[src/rtl/div_iter.sv]
// Multi-cycle radix-2 restoring divider (DIV/DIVU) on a start/ready handshake.
// Returns {remainder, quotient}; annul_i aborts an in-flight division.
module div_iter #(
  parameter int WIDTH = 32
) (
  input  logic                 clk,
  input  logic                 rst,
  input  logic                 start_i,
  input  logic                 annul_i,
  input  logic                 signed_div_i,
  input  logic [WIDTH-1:0]     opdata1_i,
  input  logic [WIDTH-1:0]     opdata2_i,
  output logic [2*WIDTH-1:0]   result_o,
  output logic                 ready_o
);

  localparam logic [1:0] IDLE    = 2'd0;
  localparam logic [1:0] CALC    = 2'd1;
  localparam logic [1:0] DIVZERO = 2'd2;
  localparam logic [1:0] DONE    = 2'd3;

  localparam int            CW   = $clog2(WIDTH + 1);
  localparam logic [CW-1:0] LAST = CW'(WIDTH);

  logic [1:0]       state;
  logic [CW-1:0]    cnt;
  logic [WIDTH-1:0] rem;
  logic [WIDTH-1:0] quo;
  logic [WIDTH-1:0] dvs;
  logic             neg_q;
  logic             neg_r;

  logic [WIDTH-1:0] abs_a;
  logic [WIDTH-1:0] abs_b;
  logic [WIDTH:0]   shifted;
  logic [WIDTH:0]   trial;
  logic             borrow;

  function automatic logic [WIDTH-1:0] neg_if(input logic n, input logic [WIDTH-1:0] v);
    return n ? (~v + 1'b1) : v;
  endfunction

  always_comb begin
    abs_a   = neg_if(signed_div_i & opdata1_i[WIDTH-1], opdata1_i);
    abs_b   = neg_if(signed_div_i & opdata2_i[WIDTH-1], opdata2_i);
    // rem < dvs always holds, so one extra bit is enough for the shifted value
    shifted = {rem, quo[WIDTH-1]};
    trial   = shifted - {1'b0, dvs};
    borrow  = trial[WIDTH];
  end

  assign ready_o = (state == DONE);

  always_ff @(posedge clk or posedge rst) begin
    if (rst) begin
      state    <= IDLE;
      cnt      <= '0;
      rem      <= '0;
      quo      <= '0;
      dvs      <= '0;
      neg_q    <= 1'b0;
      neg_r    <= 1'b0;
      result_o <= '0;
    end else begin
      case (state)
        IDLE: begin
          if (start_i && !annul_i) begin
            neg_q <= signed_div_i & (opdata1_i[WIDTH-1] ^ opdata2_i[WIDTH-1]);
            neg_r <= signed_div_i & opdata1_i[WIDTH-1];
            dvs   <= abs_b;
            rem   <= '0;
            cnt   <= '0;
            // the raw dividend is kept for the divide-by-zero result
            if (opdata2_i == '0) begin
              quo   <= opdata1_i;
              state <= DIVZERO;
            end else begin
              quo   <= abs_a;
              state <= CALC;
            end
          end
        end
        CALC: begin
          if (annul_i) begin
            state <= IDLE;
          end else if (cnt == LAST) begin
            result_o <= {neg_if(neg_r, rem), neg_if(neg_q, quo)};
            state    <= DONE;
          end else begin
            cnt <= cnt + 1'b1;
            rem <= borrow ? shifted[WIDTH-1:0] : trial[WIDTH-1:0];
            quo <= {quo[WIDTH-2:0], ~borrow};
          end
        end
        DIVZERO: begin
          result_o <= {quo, {WIDTH{1'b1}}};
          state    <= DONE;
        end
        default: begin
          state <= IDLE;
        end
      endcase
    end
  end

endmodule

[config.mk]
export PLATFORM = sky130hd
export DESIGN_NAME = div_iter
export DESIGN_NICKNAME = d
export VERILOG_FILES = /design/src/rtl/div_iter.sv
export SDC_FILE = /design/constraint.sdc
export NUM_CORES = 1
export LEC_CHECK = 0
export BUFFER_PORTS_ARGS = -buffer_cell sky130_fd_sc_hd__buf_2
export CAP_MARGIN = 15
export CORE_MARGIN = 5
export CORE_UTILIZATION = 40
export CTS_CLUSTER_SIZE = 12
export DETAILED_ROUTE_END_ITERATION = 7
export HOLD_SLACK_MARGIN = 0.05
export PLACE_DENSITY_LB_ADDON = 0.3
export SYNTH_ARGS = -nofsm -noshare
export SYNTH_HDL_FRONTEND = slang
export SYNTH_SLANG_ARGS = --single-unit
[constraint.sdc]
create_clock -name clk -period 16 [get_ports clk]
set_clock_uncertainty 0.1 [all_clocks]
set_input_delay 3.2 -clock clk [delete_from_list [all_inputs] [get_ports clk]]
set_output_delay 3.2 -clock clk [all_outputs]
set_load 0.05 [all_outputs]
# Word-level counts from Yosys, hierarchy flattened
# Index checks and enable logic that the tools add are counted.
# classes
n_addsub	6
n_eq_ne	9
mux	26
n_bitwise	9
n_reduce_logical	10
# op_table
cell	n
32-bit two-way mux	12
32-bit by 1-bit adder with 32-bit output, second input constant	4
64-bit two-way mux	2
32-bit inverter	4
32-bit case mux with 2 select lines	2
64-bit case mux with 2 select lines	1
33-bit by 32-bit subtractor with 33-bit output	1
32-bit logical NOT	1
6-bit two-way mux	3
6-bit case mux with 2 select lines	1
2-bit two-way mux	4
2-bit != test, second input constant	4
6-bit by 1-bit adder with 6-bit output, second input constant	1
6-bit equality test, second input constant	1
2-bit case mux with 3 select lines	1
2-bit equality test, second input constant	2
2-bit AND reduction	2
4-bit AND reduction	1
2-bit nonzero test	2
1-bit AND	3
3-bit != test, second input constant	1
3-bit AND reduction	1
2-bit by 1-bit equality test with 1-bit output, second input constant	1
2-bit logical NOT	1
4 further kinds	4
# totals
reg_bits	170
output_inout_bits	65

# Logic depth before layout (Yosys ltp)
# logic_depth
word_depth	6
ltp_mapped	13

# Least setup slack after synthesis
# OpenSTA, ideal clock, no wires.
# synth_timing
kind	input to register
from	in opdata2_i[7]
to	reg quo[19]
t_arrival_ns	5.085
required_time_ns	15.767
setup_slack_ns	10.681
cell_stages	9
n_path_buf	1
cell_sequence	or4_1 > nor3_1 > nand4_1 > nand4bb_1 > nor2b_1 > clkbuf_1 > o21ai_0 > xor2_1 > o21ai_0
# synth_via
elab_chain_len	4
# synth_lines
element	line_no	text
start: declaration	12	input logic [WIDTH-1:0] opdata2_i,
32-bit logical NOT	74	if (opdata2_i == '0) begin
32-bit two-way mux	74	
32-bit two-way mux	67	if (start_i && !annul_i) begin
32-bit case mux with 2 select lines	65	case (state)
end signal: assignment	75	quo <= opdata1_i;
end signal: assignment	78	quo <= abs_a;
end signal: assignment	92	quo <= {quo[WIDTH-2:0], ~borrow};
end: declaration	28	logic [WIDTH-1:0] quo;
# No other way between the ends. The select of a mux whose other input is x is not followed.
# A chain may end at the register's enable or synchronous reset.

# Worst setup path in the final report
# Same ends and word-level chain as after synthesis.

==> results.json <==
{
  "endpoint_kind": "flop",
  "clkTransAtPathRegs_ns": 0.08,
  "area_delta_synth_final_pct": 13.5,
  "path_common_cell": "o21ai_0",
  "fin_setup_tns_ns": 0,
  "grt-ovfl-total": 0,
  "finalHoldViolCount": 0,
  "crit_fanout": 22,
  "max_slew_margin": 0.350,
  "fin_crit_sh": 0.353,
  "ys.flop_type": "dfrtp_1",
  "initial_core_util": 0.408,
  "crit_path_top_delay_cell": "or4_1",
  "fin_nets": 1541,
  "clock_power_share": 0.226,
  "fin_total_pwr_mw": 1.93,
  "avgRoutedWirePerCell_um": 18.0,
  "synth_cells": 1351,
  "yosysSeqAreaShare": 0.372,
  "ant_nets": 0,
  "drc_errors": 0,
  "mostFrequentLayoutCell": "o21ai_0",
  "fin_ws_ns": 10.35,
  "worstMarginPinSlew_ns": 0.974,
  "yosysTopAreaCell": "dfrtp_1",
  "crit_path_start_kind": "input port",
  "grtUsageTotal": 0.204,
  "max_stage_delay_ns": 0.56,
  "top_usage_layer": "met2",
  "finalCriticalPeriod_ns": 5.65,
  "pwr_density_cell_nw_per_um2": 149,
  "grt_start_max_net_pins": 99,
  "drtPass1Iterations": 5,
  "synth_edf_count": 0,
  "fmax_mhz": 177,
  "power_switching_mw": 0.835,
  "cts_buffers": 17,
  "dr_total_vias": 10300,
  "crit_arrival_ns": 5.86,
  "p_leak_nw": 5.74,
  "grt_pass1_wl_mm": 52.6,
  "synth.distinct_cells": 67,
  "die_x_um": 179,
  "cts_tree": "built",
  "grtUsageMet1": 0.284,
  "core_um2": 28000,
  "maxCapViolations": 0,
  "clock_tree.root_cell": "clkbuf_16",
  "whs_ns": 0.383,
  "die_height_um": 179,
  "cts.sinks": 170,
  "async_flop_share": 1.00,
  "ys_ff_latch": 170,
  "cts_resized": 0,
  "slew_violations": 0,
  "antenna_found_initial": 0,
  "synth_top_area_share": 0.372,
  "vdd_ir_drop_max_v": 0.0000900,
  "hpwl_mm": 24.3,
  "place_congestion": 0.888,
  "grt_pass1_vias": 9852,
  "post_drt_via_cell_ratio": 5.63,
  "sw_frac_of_total": 0.433,
  "grtUsageMet2": 0.327,
  "critPathBufInv": 2,
  "n_antenna_cell": 0,
  "status": "finished clean",
  "yosysWarnings": 0,
  "hold_buffers": 0,
  "ios": 134,
  "combPwrFrac": 0.446,
  "drtIter0Drc": 730,
  "setup_violations": 0,
  "crit_chain": "buf_2 > or4_1 > nor3_1 > nand4_1 > nand4bb_1 > nor2b_1 > buf_4 > o21ai_0 > xor2_1 > o21ai_0",
  "rows": 61,
  "post-cts-setup-buffers": 0,
  "seqPwrFrac": 0.328,
  "portBuffers": 133,
  "pre_cts_slack_ns": 9.89,
  "syn_area_per_cell_um2": 8.46,
  "drive_gt1_frac": 0.142,
  "dieArea_um2": 32000,
  "worst_ep_required_time_ns": 16.21,
  "mostFrequentLayoutCells": "o21ai_0 (199), dfrtp_1 (170), nand2_1 (144), buf_2 (133), xor2_1 (93)",
  "p_int_mw": 1.09,
  "htreeDepth": 4,
  "crit_family": "simple AND/OR/NAND/NOR gates",
  "ys_top_cells_by_area": "dfrtp_1 (37%), o21ai_0 (8.7%), xor2_1 (7.1%)",
  "syn-cell-area_um2": 11400,
  "criticalPathCategory": "input port to flop",
  "clockBufferDepth": 2,
  "final_util": 0.463,
  "clk_latency_ns": 0.44,
  "min_path_type": "flop to flop",
  "rsz0062_at_grt": "no",
  "syn_nets": 1459,
  "grtUsageMet3": 0.0356,
  "drt_wl_total_mm": 32.8
}
[registers in the layout, indices dropped and copies added (netlist names)]
register  cells
cnt           6
dvs          32
neg_q         1
neg_r         1
quo          32
rem          32
result_o     64
state         2
[kinds of logic (layout without fill, tap and decap cells)]
logic type | count (synthesis) | count (layout) | share of synthesized area
simple gates | 391 | 391 | 0.171
flops | 170 | 170 | 0.372
fa+ha+maj | 39 | 39 | 0.0434
compound gates | 451 | 451 | 0.237
buf+inv | 137 | 232 | 0.0493
xor+xnor | 140 | 140 | 0.107
mux | 23 | 23 | 0.0201
[layer usage]
layer	routed length, um	share of wire
met3	1710	0.052
met5	0	0
met2	15100	0.46
met1	15200	0.46
met4	720	0.022
[power by group through the flow]
| stage | registers (mW) | clock network (mW) | logic [mW] |
|---|---|---|---|
| floorplan | 0.566 | 0 | 0.730 |
| global placement | 0.635 | 0 | 0.844 |
| CTS | 0.628 | 0.441 | 0.857 |
| finish | 0.632 | 0.435 | 0.859 |
| detailed placement | 0.637 | 0 | 0.853 |
| global route | 0.641 | 0.462 | 0.964 |
[worst reg2reg max path: cells and delay by family (launching register included)]
kind	cells	cell delay (ns)
flip-flops	1	0.45
adder cells (fa/ha/maj)	2	0.61
AO/OA/AOI/OAI	6	1.92
buffers and inverters	2	0.44
AND/OR/NAND/NOR	2	0.42
[final timing paths]
kind	slack, ns	endpoint	start	cells past startpoint
worst max register to register	11.96	rem[30]	quo[31]	12
max in group asynchronous	11.46	rem[27]	rst	3
min in group asynchronous	2.86	result_o[40]	rst	2
worst max-delay path	10.35	quo[19]	opdata2_i[7]	10
worst min-delay path	0.38	dvs[23]	dvs[23]	2
worst min register to register	0.38	dvs[23]	dvs[23]	2
[cell usage after synthesis, types with 11 or more instances]
| library cell | instances |
|---|---|
| xor2_1 | 93 |
| o41ai_1 | 15 |
| clkbuf_1 | 68 |
| or3_1 | 16 |
| inv_1 | 54 |
| nand3_1 | 23 |
| nand2b_1 | 17 |
| or4_1 | 12 |
| mux2i_1 | 23 |
| o22ai_1 | 11 |
| a31oi_1 | 11 |
| and3_1 | 20 |
| dfrtp_1 | 170 |
| nor3_1 | 20 |
| nand2_1 | 144 |
| a21oi_1 | 92 |
| xnor2_1 | 47 |
| nor2_1 | 71 |
| o31ai_1 | 22 |
| o21ai_0 | 199 |
| a22oi_1 | 30 |
| ha_1 | 38 |
| nand4_1 | 14 |
[area by class of cell]
class,count,area [um2]
fillers,2766,15000
multi-input cells,1044,6640
flip-flops and latches,170,4250
repair buffers,146,763
well taps,378,473
clock buffers,17,425
inverters,54,208
clock inverters,15,201
[metrics by stage]
| step | cells | instance area (um2) |
|---|---|---|
| finish | 1824 | 13000 |
| CTS | 1824 | 13000 |
| floorplan | 1351 | 11400 |
| detailed placement | 1792 | 12300 |
| global placement | 1792 | 12300 |
| global route | 1824 | 13000 |
No activity file was read; power rests on OpenSTA's default activity.
